`src/rtl/msrv32_lsu_bus_ctrl_if.sv`:
```
// Pipeline-side and data-memory-side signals of the msrv32 load/store bus controller.
// slave = controller view, master = execute stage plus data memory (bench) view.
interface msrv32_lsu_bus_ctrl_if;
  logic        ld_req_in;
  logic        st_req_in;
  logic [31:0] addr_in;
  logic [31:0] st_data_in;
  logic [1:0]  load_size_in;
  logic        load_unsigned_in;
  logic [31:0] dm_rdata_in;
  logic        dm_ack_in;
  logic [31:0] dm_addr_out;
  logic [31:0] dm_wdata_out;
  logic [3:0]  dm_wmask_out;
  logic        dm_rd_req_out;
  logic        dm_wr_req_out;
  logic [31:0] load_data_out;
  logic        lsu_done_out;
  logic        lsu_stall_out;
  logic        bus_err_out;
  logic        misaligned_out;

  // Handshake: a request (dm_rd_req_out/dm_wr_req_out) is held until the single
  // cycle in which dm_ack_in is sampled high, or until the wait budget expires.
  modport slave (
    input  ld_req_in, st_req_in, addr_in, st_data_in, load_size_in, load_unsigned_in,
    input  dm_rdata_in, dm_ack_in,
    output dm_addr_out, dm_wdata_out, dm_wmask_out, dm_rd_req_out, dm_wr_req_out,
    output load_data_out, lsu_done_out, lsu_stall_out, bus_err_out, misaligned_out
  );

  modport master (
    output ld_req_in, st_req_in, addr_in, st_data_in, load_size_in, load_unsigned_in,
    output dm_rdata_in, dm_ack_in,
    input  dm_addr_out, dm_wdata_out, dm_wmask_out, dm_rd_req_out, dm_wr_req_out,
    input  load_data_out, lsu_done_out, lsu_stall_out, bus_err_out, misaligned_out
  );
endinterface

```
`src/rtl/msrv32_lsu_bus_ctrl.sv`:
```
// msrv32 load/store bus controller: request/ack data-memory transactions, load alignment, store lanes.
// Optional alignment checking is enabled by defining MSRV32_LSU_MISALIGN_CHECK_EN.
module msrv32_lsu_bus_ctrl #(
  parameter int unsigned DBUS_WAIT_MAX = 16
) (
  input  logic                   clk_in,
  input  logic                   reset_n_in,
  msrv32_lsu_bus_ctrl_if.slave   bus,
  output logic [1:0]             dbg_state_out
);

  typedef enum logic [1:0] {
    S_IDLE = 2'd0,
    S_BUSY = 2'd1,
    S_DONE = 2'd2
  } state_t;

  localparam logic [7:0] WAIT_LAST = 8'(DBUS_WAIT_MAX - 1);

  state_t      r_state;
  logic [7:0]  r_wait_cnt;
  logic        r_is_store;
  logic [1:0]  r_size;
  logic        r_unsigned;
  logic [1:0]  r_addr_lo;
  logic [31:0] r_dm_addr;
  logic [31:0] r_wdata;
  logic [3:0]  r_wmask;
  logic        r_rd_req;
  logic        r_wr_req;
  logic [31:0] r_load_data;
  logic        r_done;
  logic        r_bus_err;

  logic        w_req;
  logic        w_accept;
  logic [3:0]  w_mask;
  logic [31:0] w_wdata;
  logic [7:0]  w_byte;
  logic [15:0] w_half;
  logic [31:0] w_load_data;

  assign w_req = bus.ld_req_in | bus.st_req_in;

`ifdef MSRV32_LSU_MISALIGN_CHECK_EN
  logic w_misaligned;
  logic r_misaligned;
  assign w_misaligned = ((bus.load_size_in == 2'b01) && bus.addr_in[0]) ||
                        (bus.load_size_in[1] && (bus.addr_in[1:0] != 2'b00));
  assign w_accept           = w_req & ~w_misaligned;
  assign bus.misaligned_out = r_misaligned;
`else
  assign w_accept           = w_req;
  assign bus.misaligned_out = 1'b0;
`endif

  // Store lane generation from the live request; size 11 behaves as word.
  always_comb begin
    w_mask  = 4'b1111;
    w_wdata = bus.st_data_in;
    case (bus.load_size_in)
      2'b00: begin
        w_mask  = 4'b0001 << bus.addr_in[1:0];
        w_wdata = {4{bus.st_data_in[7:0]}};
      end
      2'b01: begin
        w_mask  = 4'b0011 << {bus.addr_in[1], 1'b0};
        w_wdata = {2{bus.st_data_in[15:0]}};
      end
      default: begin
        w_mask  = 4'b1111;
        w_wdata = bus.st_data_in;
      end
    endcase
  end

  // Load alignment uses the attributes registered when the request was accepted.
  always_comb begin
    w_byte      = 8'h00;
    w_half      = r_addr_lo[1] ? bus.dm_rdata_in[31:16] : bus.dm_rdata_in[15:0];
    w_load_data = bus.dm_rdata_in;
    case (r_addr_lo)
      2'b00:   w_byte = bus.dm_rdata_in[7:0];
      2'b01:   w_byte = bus.dm_rdata_in[15:8];
      2'b10:   w_byte = bus.dm_rdata_in[23:16];
      default: w_byte = bus.dm_rdata_in[31:24];
    endcase
    case (r_size)
      2'b00:   w_load_data = {{24{~r_unsigned & w_byte[7]}}, w_byte};
      2'b01:   w_load_data = {{16{~r_unsigned & w_half[15]}}, w_half};
      default: w_load_data = bus.dm_rdata_in;
    endcase
  end

  always_ff @(posedge clk_in or negedge reset_n_in) begin
    if (!reset_n_in) begin
      r_state     <= S_IDLE;
      r_wait_cnt  <= 8'd0;
      r_is_store  <= 1'b0;
      r_size      <= 2'b00;
      r_unsigned  <= 1'b0;
      r_addr_lo   <= 2'b00;
      r_dm_addr   <= 32'h0;
      r_wdata     <= 32'h0;
      r_wmask     <= 4'h0;
      r_rd_req    <= 1'b0;
      r_wr_req    <= 1'b0;
      r_load_data <= 32'h0;
      r_done      <= 1'b0;
      r_bus_err   <= 1'b0;
`ifdef MSRV32_LSU_MISALIGN_CHECK_EN
      r_misaligned <= 1'b0;
`endif
    end else begin
      r_done    <= 1'b0;
      r_bus_err <= 1'b0;
`ifdef MSRV32_LSU_MISALIGN_CHECK_EN
      r_misaligned <= 1'b0;
`endif
      case (r_state)
        S_IDLE: begin
          if (w_accept) begin
            r_state    <= S_BUSY;
            r_wait_cnt <= 8'd0;
            r_dm_addr  <= {bus.addr_in[31:2], 2'b00};
            r_is_store <= bus.st_req_in;
            r_size     <= bus.load_size_in;
            r_unsigned <= bus.load_unsigned_in;
            r_addr_lo  <= bus.addr_in[1:0];
            // Store wins when both requests are raised together.
            if (bus.st_req_in) begin
              r_wr_req <= 1'b1;
              r_wmask  <= w_mask;
              r_wdata  <= w_wdata;
            end else begin
              r_rd_req <= 1'b1;
              r_wmask  <= 4'h0;
              r_wdata  <= 32'h0;
            end
          end
`ifdef MSRV32_LSU_MISALIGN_CHECK_EN
          else if (w_req) begin
            r_misaligned <= 1'b1;
          end
`endif
        end
        S_BUSY: begin
          if (bus.dm_ack_in) begin
            r_state  <= S_DONE;
            r_rd_req <= 1'b0;
            r_wr_req <= 1'b0;
            r_done   <= 1'b1;
            if (!r_is_store) r_load_data <= w_load_data;
          end else if (r_wait_cnt == WAIT_LAST) begin
            r_state   <= S_IDLE;
            r_rd_req  <= 1'b0;
            r_wr_req  <= 1'b0;
            r_bus_err <= 1'b1;
          end else begin
            r_wait_cnt <= r_wait_cnt + 8'd1;
          end
        end
        S_DONE:  r_state <= S_IDLE;
        default: r_state <= S_IDLE;
      endcase
    end
  end

  assign bus.dm_addr_out   = r_dm_addr;
  assign bus.dm_wdata_out  = r_wdata;
  assign bus.dm_wmask_out  = r_wmask;
  assign bus.dm_rd_req_out = r_rd_req;
  assign bus.dm_wr_req_out = r_wr_req;
  assign bus.load_data_out = r_load_data;
  assign bus.lsu_done_out  = r_done;
  assign bus.bus_err_out   = r_bus_err;
  assign bus.lsu_stall_out = ((r_state == S_IDLE) && w_accept) || (r_state == S_BUSY);
  assign dbg_state_out     = r_state;

endmodule

```
`src/flat_wrapper.sv`:
```
// flat-port wrapper written by rule: the top's interface ports become plain ports
module msrv32_lsu_bus_ctrl_flat 
#(
  parameter int unsigned DBUS_WAIT_MAX = 16
)
  (clk_in, reset_n_in, dbg_state_out, bus_ld_req_in, bus_st_req_in, bus_addr_in, bus_st_data_in, bus_load_size_in, bus_load_unsigned_in, bus_dm_rdata_in, bus_dm_ack_in, bus_dm_addr_out, bus_dm_wdata_out, bus_dm_wmask_out, bus_dm_rd_req_out, bus_dm_wr_req_out, bus_load_data_out, bus_lsu_done_out, bus_lsu_stall_out, bus_bus_err_out, bus_misaligned_out);
  msrv32_lsu_bus_ctrl_if bus_i ();
  input  logic clk_in;
  input  logic reset_n_in;
  output logic [1:0] dbg_state_out;
  input wire logic [$bits(bus_i.ld_req_in)-1:0] bus_ld_req_in;
  input wire logic [$bits(bus_i.st_req_in)-1:0] bus_st_req_in;
  input wire logic [$bits(bus_i.addr_in)-1:0] bus_addr_in;
  input wire logic [$bits(bus_i.st_data_in)-1:0] bus_st_data_in;
  input wire logic [$bits(bus_i.load_size_in)-1:0] bus_load_size_in;
  input wire logic [$bits(bus_i.load_unsigned_in)-1:0] bus_load_unsigned_in;
  input wire logic [$bits(bus_i.dm_rdata_in)-1:0] bus_dm_rdata_in;
  input wire logic [$bits(bus_i.dm_ack_in)-1:0] bus_dm_ack_in;
  output wire logic [$bits(bus_i.dm_addr_out)-1:0] bus_dm_addr_out;
  output wire logic [$bits(bus_i.dm_wdata_out)-1:0] bus_dm_wdata_out;
  output wire logic [$bits(bus_i.dm_wmask_out)-1:0] bus_dm_wmask_out;
  output wire logic [$bits(bus_i.dm_rd_req_out)-1:0] bus_dm_rd_req_out;
  output wire logic [$bits(bus_i.dm_wr_req_out)-1:0] bus_dm_wr_req_out;
  output wire logic [$bits(bus_i.load_data_out)-1:0] bus_load_data_out;
  output wire logic [$bits(bus_i.lsu_done_out)-1:0] bus_lsu_done_out;
  output wire logic [$bits(bus_i.lsu_stall_out)-1:0] bus_lsu_stall_out;
  output wire logic [$bits(bus_i.bus_err_out)-1:0] bus_bus_err_out;
  output wire logic [$bits(bus_i.misaligned_out)-1:0] bus_misaligned_out;
  assign bus_i.ld_req_in = bus_ld_req_in;
  assign bus_i.st_req_in = bus_st_req_in;
  assign bus_i.addr_in = bus_addr_in;
  assign bus_i.st_data_in = bus_st_data_in;
  assign bus_i.load_size_in = bus_load_size_in;
  assign bus_i.load_unsigned_in = bus_load_unsigned_in;
  assign bus_i.dm_rdata_in = bus_dm_rdata_in;
  assign bus_i.dm_ack_in = bus_dm_ack_in;
  assign bus_dm_addr_out = bus_i.dm_addr_out;
  assign bus_dm_wdata_out = bus_i.dm_wdata_out;
  assign bus_dm_wmask_out = bus_i.dm_wmask_out;
  assign bus_dm_rd_req_out = bus_i.dm_rd_req_out;
  assign bus_dm_wr_req_out = bus_i.dm_wr_req_out;
  assign bus_load_data_out = bus_i.load_data_out;
  assign bus_lsu_done_out = bus_i.lsu_done_out;
  assign bus_lsu_stall_out = bus_i.lsu_stall_out;
  assign bus_bus_err_out = bus_i.bus_err_out;
  assign bus_misaligned_out = bus_i.misaligned_out;
  msrv32_lsu_bus_ctrl #(.DBUS_WAIT_MAX(DBUS_WAIT_MAX)) u_core (.clk_in(clk_in), .reset_n_in(reset_n_in), .bus(bus_i), .dbg_state_out(dbg_state_out));
endmodule
```
`config.mk`:
```
export PLATFORM = sky130hd
export DESIGN_NAME = msrv32_lsu_bus_ctrl_flat
export DESIGN_NICKNAME = d
export VERILOG_FILES = /design/src/rtl/msrv32_lsu_bus_ctrl_if.sv /design/src/rtl/msrv32_lsu_bus_ctrl.sv /design/src/flat_wrapper.sv
export SDC_FILE = /design/constraint.sdc
export NUM_CORES = 1
export LEC_CHECK = 0
export CAP_MARGIN = 40
export CELL_PAD_IN_SITES_DETAIL_PLACEMENT = 0
export CELL_PAD_IN_SITES_GLOBAL_PLACEMENT = 2
export CORE_MARGIN = 2
export CORE_UTILIZATION = 22
export CTS_CLUSTER_DIAMETER = 50
export CTS_CLUSTER_SIZE = 40
export DETAILED_ROUTE_END_ITERATION = 16
export PLACE_DENSITY_LB_ADDON = 0.1
export SLEW_MARGIN = 15
export SYNTH_ARGS = -nofsm -noshare
export SYNTH_HDL_FRONTEND = slang
export SYNTH_SLANG_ARGS = --single-unit
```
`constraint.sdc`:
```
create_clock -name clk_in -period 1.7 [get_ports clk_in]
set_input_delay 0.17 -clock clk_in [delete_from_list [all_inputs] [get_ports clk_in]]
set_output_delay 0.17 -clock clk_in [all_outputs]
set_load 0.02 [all_outputs]
```
==> impl_metrics.env, run 1 <==
export IMPL_setup_viol=0
export IMPL_track_usage_pct=15.2
export IMPL_viasPerCell=4.33
export IMPL_clock_sinks=118
export IMPL_cts_root_buf="clkbuf_16"
export IMPL_netlist_area_mm2=0.00529
export IMPL_period_needed_ps=1680
export IMPL_postRouteAntennaNets=0
export IMPL_drv_cap=0
export IMPL_clock_latency_ps=410
export IMPL_dp_slack_ps=-156
export IMPL_clkPwrFrac_pct=20.6
export IMPL_switching_power_mw=6.45
export IMPL_routedWlPerCell_um=16.4
export IMPL_num_rows=56
export IMPL_core_area_mm2=0.0235
export IMPL_first_pass_iters=4
export IMPL_cts_tree="done"
export IMPL_powerDensity_mw_per_mm2=1870
export IMPL_dieArea_mm2=0.0253
export IMPL_critical_path_cell_chain="mux2_4 -> or3_4 -> a31oi_4 -> buf_6 -> a21oi_2"
export IMPL_drv_slew=0
export IMPL_pin_count=212
export IMPL_rsz0062_at_grt="true"
export IMPL_yosys_area_share_adder_pct=0.236
export IMPL_htreeDepth=4
export IMPL_ir_drop_v=0.000663
export IMPL_synthMuxAreaShare_pct=3.83
export IMPL_grt_max_degree=43
export IMPL_holdCritPathClass="primary input to asynchronous set/reset pin"
export IMPL_io_buffers=208
export IMPL_die_w_um=159
export IMPL_status="completed"
export IMPL_p_leak_nw=3.87
export IMPL_antenna_found_initial=1
export IMPL_synth_top_family_by_area="simple AND/OR/NAND/NOR gates"
export IMPL_finalWorstSetupSlack_ps=20.8
export IMPL_synthTopCellsByCount="181 x nand2_1, 118 x dfrtp_1, 52 x o21ai_0"
export IMPL_worstPathRequired_ps=1990
export IMPL_fin_crit_sh_pct=98.8
export IMPL_stdcell_area_mm2=0.00888
export IMPL_route_vias_total=4991
export IMPL_initial_core_util_pct=22.5
export IMPL_cp_slowest_stage_delay_ps=410
export IMPL_yosys_area_top_type_share_pct=55.8
export IMPL_place_area_mm2=0.00821
export IMPL_fmax_mhz=596
export IMPL_overflow=0
export IMPL_synth_cells=574
export IMPL_ys_seq_elements=118
export IMPL_drc=0
export IMPL_synth_warnings=0
export IMPL_multi_input_area_mm2=0.00228
export IMPL_wl_um=18900
export IMPL_insertedDiodeCount=0
export IMPL_area_delta_synth_final_pct=67.9
export IMPL_async_flop_share_pct=100
export IMPL_skew_ps=6.46
export IMPL_place_gp_congestion=0.758
export IMPL_synth_cell_types=43
export IMPL_die_y_um=159
export IMPL_synth_compound_gate_area_share_pct=14.2
export IMPL_seq_area_mm2=0.00296
export IMPL_critPathKind="flip-flop to flip-flop"
export IMPL_p_int_mw=10.2
export IMPL_cp_max_fo=7
export IMPL_power_share_switching_pct=38.8
export IMPL_hpwlAfterDp_um=13900
export IMPL_synth_largest_area_cell="dfrtp_1"
export IMPL_yosys_area_share_simple_pct=21.7
export IMPL_clock_path_buffers=2
export IMPL_synth_avg_cell_area_um2=9.22
export IMPL_grt_pass1_vias=5350
export IMPL_synth_flop_cell="dfrtp_1"
export IMPL_cp_arrival_ps=1970
export IMPL_nets=929
export IMPL_cts_buffers=17
export IMPL_cp_end_kind="flip-flop"
export IMPL_final_setup_tns_ps=0
export IMPL_r2r_slack_ps=20
export IMPL_fin_util_pct=37.7
export IMPL_synth_edff_count=0
export IMPL_synth_most_common_cell="nand2_1"
export IMPL_grt_pass1_wl_um=30100
export IMPL_yosysSeqAreaShare_pct=55.8
export IMPL_fillers=2381
export IMPL_reg2regPathDepth=5
export IMPL_synth_xor_area_share_pct=0.662
export IMPL_pwr_share_comb_pct=49.9
export IMPL_hold_viol_final=0
export IMPL_worstSetupStartpointType="flip-flop"
export IMPL_drive_above_1_share_pct=14.8
export IMPL_seqPwrFrac_pct=29.5
export IMPL_worst_hold_slack_ps=245
export IMPL_drtIter0Drc=242
export IMPL_path_clk_slew_ps=50
export IMPL_crit_path_top_delay_cell="dfrtp_1"
export IMPL_synth_area_top_cells="dfrtp_1 56%, nand2_1 13%, o21ai_0 4.9%"
[flip-flops by register name, indices dropped and copies added, names as in the netlist, 2 cells and up]
signal	flops
u_core.bus.dm_addr_out	30
u_core.r_wait_cnt	8
u_core.bus.dm_wdata_out	32
u_core.bus.dm_wmask_out	4
u_core.r_size	2
u_core.dbg_state_out	2
u_core.bus.load_data_out	32
u_core.r_addr_lo	2
[critical path: cells and delay by family (launching register included)]
| family | cells | cell delay [ps] |
|---|---|---|
| muxes | 1 | 340 |
| buffers and inverters | 1 | 190 |
| DFF | 1 | 410 |
| AOI/OAI and AO/OA | 2 | 280 |
| and+or+nand+nor | 1 | 340 |
[what timing repair did]
action	in CTS	in global routing
endpoints found under the hold margin	27	0
hold buffers	1	0
gates cloned	0	1
setup endpoints to repair	6	36
pin swaps	0	1
buffers inserted	1	0
gates resized for setup	6	28
[per-layer routing]
metal	vias to the layer above	share of wire [%]	track usage, %
met5	-	0	0
met4	0	1.2	4.50
met3	12	7.6	5.86
met2	159	47	24.6
met1	2396	44	18.8
li1	2424	-	-
[stage by stage]
| step | std cells | power, mW |
|---|---|---|
| detailed placement | 1121 | 13.2 |
| floorplan | 576 | 8.84 |
| CTS | 1151 | 16.8 |
| global route | 1152 | 17.8 |
| global placement | 1121 | 13.1 |
| finish | 1152 | 16.6 |
[final cells by class]
class	count	area share, %
clock buffer	23	5.38
timing repair buffer	264	30.2
clock inverter	5	0.845
inverter	5	0.211
multi-input combinational	418	25.6
tap	319	4.49
sequential	118	33.3
[power by group through the flow]
stage	combinational [mW]	clock, mW	sequential, mW
final	8.30	3.43	4.91
after global routing	9.02	3.68	5.09
after CTS	8.27	3.55	4.94
after detailed placement	8.27	0	4.95
after global placement	8.20	0	4.92
after floorplan	2.59	0	6.25
[cell families (layout without fill, tap and decap cells)]
group	Yosys count	in the layout
and+or+nand+nor	269	269
AOI/OAI and AO/OA	122	122
DFF	118	118
buffers and inverters	40	297
muxes	19	19
xor gates and xnor gates	4	4
adders and majority gates	1	1
other	1	3
[worst paths after layout]
kind / startpoint / to
worst max-delay path: u_core.r_addr_lo[1] / u_core.bus.load_data_out[19]
worst min-delay path: reset_n_in / u_core.bus.dm_wdata_out[14]
worst max register to register: u_core.r_addr_lo[1] / u_core.bus.load_data_out[19]
worst min register to register: u_core.bus.dm_addr_out[18] / u_core.bus.dm_addr_out[18]
max in group asynchronous: reset_n_in / u_core.bus.load_data_out[2]
min in group clk_in: bus_addr_in[16] / u_core.bus.dm_addr_out[16]
[placed cells by master, fill, tap and decap left out, types with 3 or more instances in the layout]
master / n
xor2_1: 4
clkbuf_16: 17
clkbuf_8: 3
buf_12: 14
and3_1: 3
inv_1: 4
nand3_1: 6
dfrtp_1: 116
a31oi_1: 3
nand2_1: 180
a22o_1: 9
clkbuf_1: 3
conb_1: 3
buf_6: 3
nor3_1: 5
a21oi_1: 22
a32o_1: 3
nor2_1: 37
nor2b_1: 17
mux2i_1: 9
clkdlybuf4s50_1: 204
clkinv_2: 3
a221oi_1: 7
mux2_2: 9
o22ai_1: 5
o21ai_0: 51
a21oi_2: 11
buf_4: 39
Power figures use the tool's default switching activity.
==> run 2, diff against run 1 <==
- CAP_MARGIN: 40 -> default
==> results of run 2 <==
The final DEF is identical to that of run 1; final timing and power are the same.
==> run 3, diff against run 2 <==
- CORE_ASPECT_RATIO: default -> 0.8
==> impl_metrics.env, run 3 (synthesis results as in run 1) <==
export IMPL_status="completed"
export IMPL_fmax_mhz=617
export IMPL_period_needed_ps=1620
export IMPL_clock_path_buffers=2
export IMPL_antenna_found_initial=0
export IMPL_worst_hold_slack_ps=229
export IMPL_dp_slack_ps=-138
export IMPL_insertedDiodeCount=0
export IMPL_pin_count=212
export IMPL_cts_buffers=17
export IMPL_multi_input_area_mm2=0.00221
export IMPL_route_vias_total=4888
export IMPL_fillers=2394
export IMPL_path_clk_slew_ps=60
export IMPL_clock_sinks=118
export IMPL_die_w_um=177
export IMPL_grt_pass1_wl_um=29400
export IMPL_final_setup_tns_ps=0
export IMPL_p_int_mw=9.90
export IMPL_io_buffers=208
export IMPL_final_cell_mix="205 x clkdlybuf4s50_1, 181 x nand2_1, 116 x dfrtp_1"
export IMPL_cp_slowest_stage_delay_ps=370
export IMPL_fin_util_pct=36.7
export IMPL_cts_tree="done"
export IMPL_viasPerCell=4.30
export IMPL_cp_end_kind="flip-flop"
export IMPL_drtIter0Drc=259
export IMPL_drc=0
export IMPL_core_area_mm2=0.0235
export IMPL_postRouteAntennaNets=0
export IMPL_initial_core_util_pct=22.5
export IMPL_use_met2_pct=22.7
export IMPL_seq_area_mm2=0.00296
export IMPL_wl_um=18900
export IMPL_holdCritPathClass="primary input to asynchronous set/reset pin"
export IMPL_nets=920
export IMPL_worstPathRequired_ps=2020
export IMPL_seqPwrFrac_pct=30.0
export IMPL_ir_drop_v=0.000653
export IMPL_pwr_share_comb_pct=49.2
export IMPL_grt_max_degree=43
export IMPL_worstSetupStartpointType="flip-flop"
export IMPL_grt_pass1_vias=5034
export IMPL_switching_power_mw=6.39
export IMPL_clkPwrFrac_pct=20.8
export IMPL_critical_path_cell_chain="ha_1 -> nor4bb_4 -> nand3_1 -> buf_4 -> nand3_4 -> or3_1 -> a21oi_1"
export IMPL_routedWlPerCell_um=16.6
export IMPL_grt_use_met3_pct=5.51
export IMPL_die_y_um=143
export IMPL_grt_busiest_layer="met2"
export IMPL_drive_above_1_share_pct=11.8
export IMPL_crit_path_top_delay_cell="dfrtp_1"
export IMPL_mostFrequentLayoutCell="clkdlybuf4s50_1"
export IMPL_num_rows=50
export IMPL_clock_latency_ps=410
export IMPL_first_pass_iters=4
export IMPL_finalWorstSetupSlack_ps=78.0
export IMPL_powerDensity_mw_per_mm2=1890
export IMPL_cp_max_fo=5
export IMPL_drv_cap=0
export IMPL_dieArea_mm2=0.0253
export IMPL_track_usage_pct=15.3
export IMPL_area_delta_synth_final_pct=63.3
export IMPL_hpwlAfterDp_um=13900
export IMPL_setup_viol=0
export IMPL_hold_viol_final=0
export IMPL_drv_slew=0
export IMPL_overflow=0
export IMPL_cp_arrival_ps=1950
export IMPL_power_share_switching_pct=39.3
export IMPL_fin_crit_sh_pct=95.4
export IMPL_p_leak_nw=3.77
export IMPL_critPathKind="flip-flop to flip-flop"
export IMPL_grtUsageMet1_pct=20.9
export IMPL_rsz0062_at_grt="false"
export IMPL_htreeDepth=4
export IMPL_skew_ps=9.01
export IMPL_place_gp_congestion=0.800
export IMPL_cts_root_buf="clkbuf_16"
-- run 3: metrics by stage --
step / total power [mW] / std cells / cell area [µm²]
2_1_floorplan: 8.84 / 576 / 5310
4_1_cts: 16.5 / 1137 / 8620
5_1_grt: 17.4 / 1137 / 8640
3_3_place_gp: 13.0 / 1106 / 8070
6_report: 16.3 / 1137 / 8640
3_5_place_dp: 13.1 / 1106 / 8070
-- run 3: cell type report --
cell class                      instances  area share [%]
Clock buffer                           24            5.69
Clock inverter                          5           0.579
Sequential cell                       118            34.2
Inverter                                5           0.217
Timing Repair Buffer                  255            29.3
Multi-Input combinational cell        418            25.5
Tap cell                              312            4.52
-- run 3: power groups by stage --
stage / logic, mW / registers, mW / clock network (mW)
floorplan: 2.59 / 6.25 / 0
CTS: 8.12 / 4.92 / 3.49
global placement: 8.08 / 4.90 / 0
detailed placement: 8.12 / 4.93 / 0
finish: 8.01 / 4.89 / 3.39
global route: 8.70 / 5.06 / 3.65
-- run 3: path summary, 6_finish.rpt --
path,from,end,slack (ps),cells after the start
max in group asynchronous,reset_n_in,u_core.bus.dm_wmask_out[0],750,3
max reg2reg,u_core.r_wait_cnt[0],u_core.r_wait_cnt[7],80,7
min,reset_n_in,u_core.bus.dm_addr_out[31],230,2
min in group clk_in,bus_addr_in[19],u_core.bus.dm_addr_out[19],290,3
max,u_core.r_wait_cnt[0],u_core.r_wait_cnt[7],80,7
min reg2reg,u_core.bus.dm_addr_out[13],u_core.bus.dm_addr_out[13],470,2
-- run 3: repair_timing --
| action | 4_1_cts | 5_1_grt |
|---|---|---|
| hold buffers | 1 | 0 |
| hold endpoints to repair | 25 | 0 |
| setup endpoints to repair | 10 | 25 |
| setup buffers | 1 | 0 |
| cloned | 0 | 0 |
| pin swaps | 1 | 1 |
| resized for setup | 6 | 5 |
-- run 3: metal layers --
layer / part of all wire (%) / wire length (µm)
met2: 44 / 8370
met5: 0 / 0
met3: 7.8 / 1480
met4: 1.1 / 204
met1: 47 / 8850
-- run 3: critical path, delay by kind of cell (launching register included) --
family,cells,cell delay [ps]
buffers and inverters,1,140
AND/OR/NAND/NOR,4,650
flip-flops,1,370
adder cells (fa/ha/maj),1,230
AO/OA/AOI/OAI,1,140
